**config.mk**
```make
export PLATFORM = sky130hd
export DESIGN_NAME = lane_rr_arbiter
export DESIGN_NICKNAME = d
export VERILOG_FILES = /design/src/rtl/lane_rr_arbiter.sv
export SDC_FILE = /design/constraint.sdc
export NUM_CORES = 1
export LEC_CHECK = 0
export BUFFER_PORTS_ARGS = -buffer_cell sky130_fd_sc_hd__buf_2
export CORE_ASPECT_RATIO = 1.25
export CORE_UTILIZATION = 52
export DETAILED_ROUTE_END_ITERATION = 8
export PLACE_DENSITY = 0.79
export SKIP_LAST_GASP = 1
export SLEW_MARGIN = 20
export SYNTH_ARGS = -nofsm -noshare
export SYNTH_HDL_FRONTEND = slang
export SYNTH_SLANG_ARGS = --single-unit
```
**constraint.sdc**
```tcl
create_clock -name clk -period 2.4 [get_ports clk]
set_clock_uncertainty 0.2 [all_clocks]
set_input_delay 0.24 -clock clk [delete_from_list [all_inputs] [get_ports clk]]
set_output_delay 0.24 -clock clk [all_outputs]
set_load 0.005 [all_outputs]
```
**src/rtl/lane_rr_arbiter.sv**
```systemverilog
// Round-robin scheduler merging the two PHY RX lane streams onto one byte port.
// Bounded bursts per grant, registered output stage and per-lane beat counters.
module lane_rr_arbiter #(
    parameter int DATA_W    = 8,
    parameter int BURST_MAX = 4,
    parameter int CNT_W     = 16
) (
    input  logic              clk,
    input  logic              reset,
    input  logic [1:0]        lane_en,
    input  logic [DATA_W-1:0] in0_data,
    input  logic              in0_valid,
    output logic              in0_ready,
    input  logic [DATA_W-1:0] in1_data,
    input  logic              in1_valid,
    output logic              in1_ready,
    output logic [DATA_W-1:0] out_data,
    output logic              out_lane,
    output logic              out_valid,
    input  logic              out_ready,
    output logic [CNT_W-1:0]  beats0,
    output logic [CNT_W-1:0]  beats1
);

    localparam int BURST_W = (BURST_MAX > 1) ? $clog2(BURST_MAX) : 1;

    typedef enum logic [1:0] {
        IDLE,
        SERVE0,
        SERVE1
    } state_t;

    state_t             state;
    logic               last_lane;
    logic [BURST_W-1:0] burst_cnt;

    logic req0;
    logic req1;
    logic slot_free;
    logic acc0;
    logic acc1;
    logic burst_last;

    assign req0       = in0_valid & lane_en[0];
    assign req1       = in1_valid & lane_en[1];
    assign slot_free  = ~out_valid | out_ready;
    assign in0_ready  = (state == SERVE0) & lane_en[0] & slot_free;
    assign in1_ready  = (state == SERVE1) & lane_en[1] & slot_free;
    assign acc0       = in0_valid & in0_ready;
    assign acc1       = in1_valid & in1_ready;
    assign burst_last = (burst_cnt == BURST_W'(BURST_MAX - 1));

    // NOTE: every register here uses <= so all updates see pre-edge values,
    // regardless of statement order inside the block.
    always_ff @(posedge clk) begin
        if (reset) begin
            state     <= IDLE;
            last_lane <= 1'b1;
            burst_cnt <= '0;
            out_valid <= 1'b0;
            out_data  <= '0;
            out_lane  <= 1'b0;
            beats0    <= '0;
            beats1    <= '0;
        end else begin
            if (acc0) beats0 <= beats0 + CNT_W'(1);
            if (acc1) beats1 <= beats1 + CNT_W'(1);

            // Output register: a new accept always lands, since ready implies slot_free.
            if (acc0 | acc1) begin
                out_valid <= 1'b1;
                out_data  <= acc1 ? in1_data : in0_data;
                out_lane  <= acc1;
            end else if (out_ready) begin
                out_valid <= 1'b0;
            end

            case (state)
                IDLE: begin
                    if (req0 && (last_lane || !req1)) begin
                        state     <= SERVE0;
                        last_lane <= 1'b0;
                        burst_cnt <= '0;
                    end else if (req1) begin
                        state     <= SERVE1;
                        last_lane <= 1'b1;
                        burst_cnt <= '0;
                    end
                end
                SERVE0: begin
                    if ((acc0 && burst_last) || !req0) begin
                        if (req1) begin
                            state     <= SERVE1;
                            last_lane <= 1'b1;
                            burst_cnt <= '0;
                        end else begin
                            state <= IDLE;
                        end
                    end else if (acc0) begin
                        burst_cnt <= burst_cnt + BURST_W'(1);
                    end
                end
                SERVE1: begin
                    if ((acc1 && burst_last) || !req1) begin
                        if (req0) begin
                            state     <= SERVE0;
                            last_lane <= 1'b0;
                            burst_cnt <= '0;
                        end else begin
                            state <= IDLE;
                        end
                    end else if (acc1) begin
                        burst_cnt <= burst_cnt + BURST_W'(1);
                    end
                end
                default: state <= IDLE;
            endcase
        end
    end

endmodule

```
# Yosys cells after proc, flatten, opt, wreduce, memory -nomap -nowiden
# Index checks and enable logic that the tools add are counted.
[op_classes]
n_addsub = 3
order_cmp = 0
n_eq_ne = 10
div = 0
mul = 0
shifts = 0
muxes = 24
reduce_logical = 14
bitwise = 11
[op_table]
columns = ["op", "n"]
rows = [
  ["16-bit by 1-bit adder with 16-bit output (second input constant)", 2],
  ["2-bit two-way mux", 12],
  ["2-bit case mux with 3 select lines", 2],
  ["1-bit AND", 8],
  ["1-bit two-way mux", 8],
  ["8-bit two-way mux", 1],
  ["4-bit AND reduction", 2],
  ["3-bit by 2-bit != test with 1-bit output (second input constant)", 2],
  ["3-bit != test (second input constant)", 2],
  ["2-bit == test (second input constant)", 2],
  ["2-bit by 1-bit != test with 1-bit output (second input constant)", 2],
  ["1-bit logical AND", 3],
  ["1-bit logical OR", 3],
  ["1-bit case mux with 3 select lines", 1],
  ["3-bit AND reduction", 1],
  ["3-bit nonzero test", 1],
  ["2-bit by 1-bit adder with 2-bit output (second input constant)", 1],
  ["2-bit by 1-bit == test with 1-bit output (second input constant)", 1],
  ["1-bit logical NOT", 2],
  ["2-bit logical NOT", 1],
  ["2-bit != test (second input constant)", 1],
  ["1-bit bitwise OR", 2],
  ["2-bit nonzero test", 1],
  ["1-bit inverter", 1],
]
[word_totals]
regBits = 47
out_inout_bits = 44
mem_bits_ro = 0
n_memories = 0
latchBits = 0
wordCells = 70
mem_bits_rw = 0

# Depth between registers and ports, before layout
[logic_depth]
depth_word = 8
mapped_depth = 8

# Worst setup path before layout
# OpenSTA, ideal clock, no wires.
[synth_path]
kind = "register to register"
from = "register state[0]"
to = "register last_lane"
period_less_slack_ps = 1911
arrival_ps = 1589
path_stages_with_launch = 8
required_time_ps = 2078
setup_ps = 122
slack_ps = 489
cell_sequence = "dfxtp_1 -> inv_1 -> ha_1 -> and3_2 -> buf_2 -> o2bb2ai_1 -> a21boi_0 -> a311o_1"
[synth_via]
elab_chain_len = 8
[synth_rtl]
columns = ["item", "line_no", "source"]
rows = [
  ["start: declaration", "33", "state_t state;"],
  ["start signal: assignment", "57", "state <= IDLE;"],
  ["start signal: assignment", "81", "state <= SERVE0;"],
  ["start signal: assignment", "85", "state <= SERVE1;"],
  ["2-bit == test / 2-bit by 1-bit == test with 1-bit output (equally long branches)", "48, 78, 47", ""],
  ["1-bit AND (on tied branches) (2 in series)", "48, 47", ""],
  ["1-bit AND (on tied branches)", "50, 49", ""],
  ["1-bit logical AND (on tied branches)", "104, 91", ""],
  ["1-bit logical OR (on tied branches)", "104, 91", ""],
  ["2-bit by 1-bit != test with 1-bit output (no line)", "n/a", ""],
  ["4-bit AND reduction (no line)", "n/a", ""],
  ["end signal: assignment", "86", "last_lane <= 1'b1;"],
  ["end signal: assignment", "94", "last_lane <= 1'b1;"],
  ["end signal: assignment", "107", "last_lane <= 1'b0;"],
  ["end: declaration", "34", "logic last_lane;"],
]
# Parallel ways exist; a longest one is shown, timed or not.
# A chain may end at the register's enable or synchronous reset.

# Worst setup path in the final report
[layout_path]
from = "register state[0]"
to = "register beats1[11]"
[layout_via]
elab_chain_len = 4
[layout_rtl]
columns = ["item", "line_no", "source"]
rows = [
  ["2-bit == test", "48", "assign in1_ready = (state == SERVE1) & lane_en[1] & slot_free;"],
  ["1-bit AND (2 in series)", "48", ""],
  ["1-bit AND", "50", "assign acc1 = in1_valid & in1_ready;"],
  ["end signal: assignment", "67", "if (acc1) beats1 <= beats1 + CNT_W'(1);"],
  ["end: declaration", "22", "output logic [CNT_W-1:0] beats1"],
]
# No other way between the ends.

==> metrics.txt <==
status finished clean; CTS tree done; Worst-path clk slew 0.09 ns; top_reg_cell synth dfxtp_1; grt ovf 0; Net Count, Synth 300; DRC viols 0; post-synthesis register bit count 47; Switching Fraction 0.244; Max Cap Viol 0; Tcrit/Tclk final 0.891; DIE WIDTH 62.1 µm; Startpoint Class flop; HPWL Detailed 3750 µm; initial antenna violation count 0; Synth area leaders dfxtp_1 (40%), a21oi_1 (5.1%), mux2i_1 (3.8%), ha_1 (3.7%), nand4_1 (3.2%); global-route usage over all layers 0.236; Flop pwr share 0.577; cts hold-fix bufs 0; # nets final 361; Post-synth EDFFs 0; n_diodes 0; P_leak 1.24 nW; Die H 77.1 µm; layout cell share with drive strength beyond 1 0.256; netlist area before placement 2350 µm²; Rel. slew slack 0.408; Setup Crit Path Kind reg -> reg; Resized Gates After CTS 0; crit path capture type flop; Final Hold Viols 0; Die ar. 4790 µm²; antenna-violating nets left 0; Least-Margin Pin Slew 0.887 ns; RSZ-0062 raised after global routing no; number of I/O pins 67; Seq/Total Area, Yosys 0.401; violation count after the first detailed-route iteration 62; Final min period 2.14 ns; area delta synth->final 18.2%; clock sinks 47; first-pass GRT wire length 8750 µm; Worst EP required 2.42 ns; Mapped Avg Cell Area 8.69 µm²; Yosys warnings 0; worst-path fanout max 12; Clk pwr share 0.329; worst hold-check path type in -> reg; top cells by count, synth dfxtp_1 (47), a21oi_1 (24), nor2_1 (20), nand2_1 (13); clk_lat worst skew 0.29 ns; Psw 0.000341 W; fin. max-slew vios 0; Core Util, Final 0.661; setup TNS 0 ns; FFs w/ async S/R, synth 0; vias in the first global route 2099; Clock Tree Buf Depth 2; Max VDD drop 0.000362 V; Vias/cell 5.71; Arrival @ worst endpoint 2.15 ns; Comb pwr share 0.094; Final Cell Area 2770 µm²; Post-Synthesis Cells 270; DR WL/cell 13.2 µm; drt total wl 5120 µm; Max Clock Freq 468 MHz; H-tree Lvls 2; Port Buffers 66; CTS buffer count 5; Initial Util 0.559; Yosys top cell by area dfxtp_1; total number of vias 2217; most numerous cell in the Yosys netlist dfxtp_1; setup bufs post-CTS 0; Core ar. 4200 µm²; P_int 0.00105 W; CTS root buffer clkbuf_8; Yosys cell types 44; drt first pass iters 4; Post-DP Area 2690 µm²; Pwr per Cell Area 503 nW/µm²; post-synth top area share 0.401; Placer Congestion 0.768; Finish-stage setup viols 0; Fill cells 367; pin count of the biggest net entering global routing 51; Site Rows 26
==> cells by family after synthesis <==
logic type      Yosys count  share of synthesized area
fa+ha+maj                 7                     0.0373
xor+xnor                 10                     0.0373
flops                    47                      0.401
compound gates           67                      0.180
buf+inv                  27                     0.0533
simple gates            103                      0.253
mux                       9                     0.0384
==> final cells by class <==
type | count | area, µm² | area share
flip-flops and latches | 47 | 941 | 0.339
clock inverters | 3 | 15.0 | 0.00542
multi-input cells | 196 | 1280 | 0.462
clock buffers | 5 | 68.8 | 0.0248
repair buffers | 69 | 353 | 0.127
well taps | 56 | 70.1 | 0.0253
inverters | 12 | 45.0 | 0.0162
==> critical path: stages, from the launching register on <==
cell	delay (ns)
dfxtp_1	0.35
inv_1	0.08
ha_1	0.22
and2_2	0.21
nand4b_4	0.19
or4_2	0.65
a21oi_1	0.16
==> per-stage QoR <==
step | std cells | hold slack (ns) | setup slack [ns] | power [W]
floorplan | 270 | 0.208 | 0.489 | 0.000905
global placement | 380 | 0.241 | 0.354 | 0.000950
detailed placement | 380 | 0.250 | 0.281 | 0.000952
CTS | 388 | 0.0113 | 0.250 | 0.00141
global route | 388 | 0.00881 | 0.0851 | 0.00145
finish | 388 | 0.0205 | 0.263 | 0.00139
==> worst paths after layout <==
check | startpoint | endpoint | slack (ns) | cells after the start
hold / removal | in1_data[7] | out_data[7]$_SDFFE_PP0P_ | 0.02 | 3
setup reg to reg | state[0]$_SDFFE_PP0P_ | beats1[11]$_SDFFE_PP0P_ | 0.26 | 6
setup / recovery | state[0]$_SDFFE_PP0P_ | beats1[11]$_SDFFE_PP0P_ | 0.26 | 6
hold reg to reg | out_lane$_SDFFE_PP0P_ | out_lane$_SDFFE_PP0P_ | 0.26 | 2
==> power groups by stage <==
stage	Clock [W]	Combinational (W)	Sequential [W]
final	0.000459	0.000131	0.000804
after CTS	0.000473	0.000130	0.000804
after global placement	0	0.000128	0.000823
after detailed placement	0	0.000130	0.000822
after floorplan	0	0.0000834	0.000822
after global routing	0.000503	0.000144	0.000806
==> placed cells by master, fill, tap and decap left out, types with 4 or more instances in the layout <==
master,n
nand4_1,12
and3_1,6
xor2_1,8
inv_1,12
o21ai_0,12
or4_1,10
or3_1,8
nand2b_1,4
mux2i_1,9
a211oi_1,8
nand2_1,13
nor2_1,20
ha_1,7
buf_2,66
dfxtp_1,47
a21oi_1,24
o31ai_1,10
clkbuf_8,5
nand3_1,11
==> registers in the layout, indices dropped and copies added (netlist names) <==
name / flops
beats0: 16
last_lane: 1
out_lane: 1
out_valid: 1
out_data: 8
beats1: 16
state: 2
burst_cnt: 2
==> metal layers <==
metal | wire, µm | global-route usage | vias up
met3 | 215 | 0.0556 | 11
met4 | 133 | 0.107 | 0
met1 | 2260 | 0.263 | 1037
met5 | 0 | 0 | -
met2 | 2520 | 0.405 | 54
li1 | - | - | 1115
Note: power is estimated with default switching activity, not from simulation.
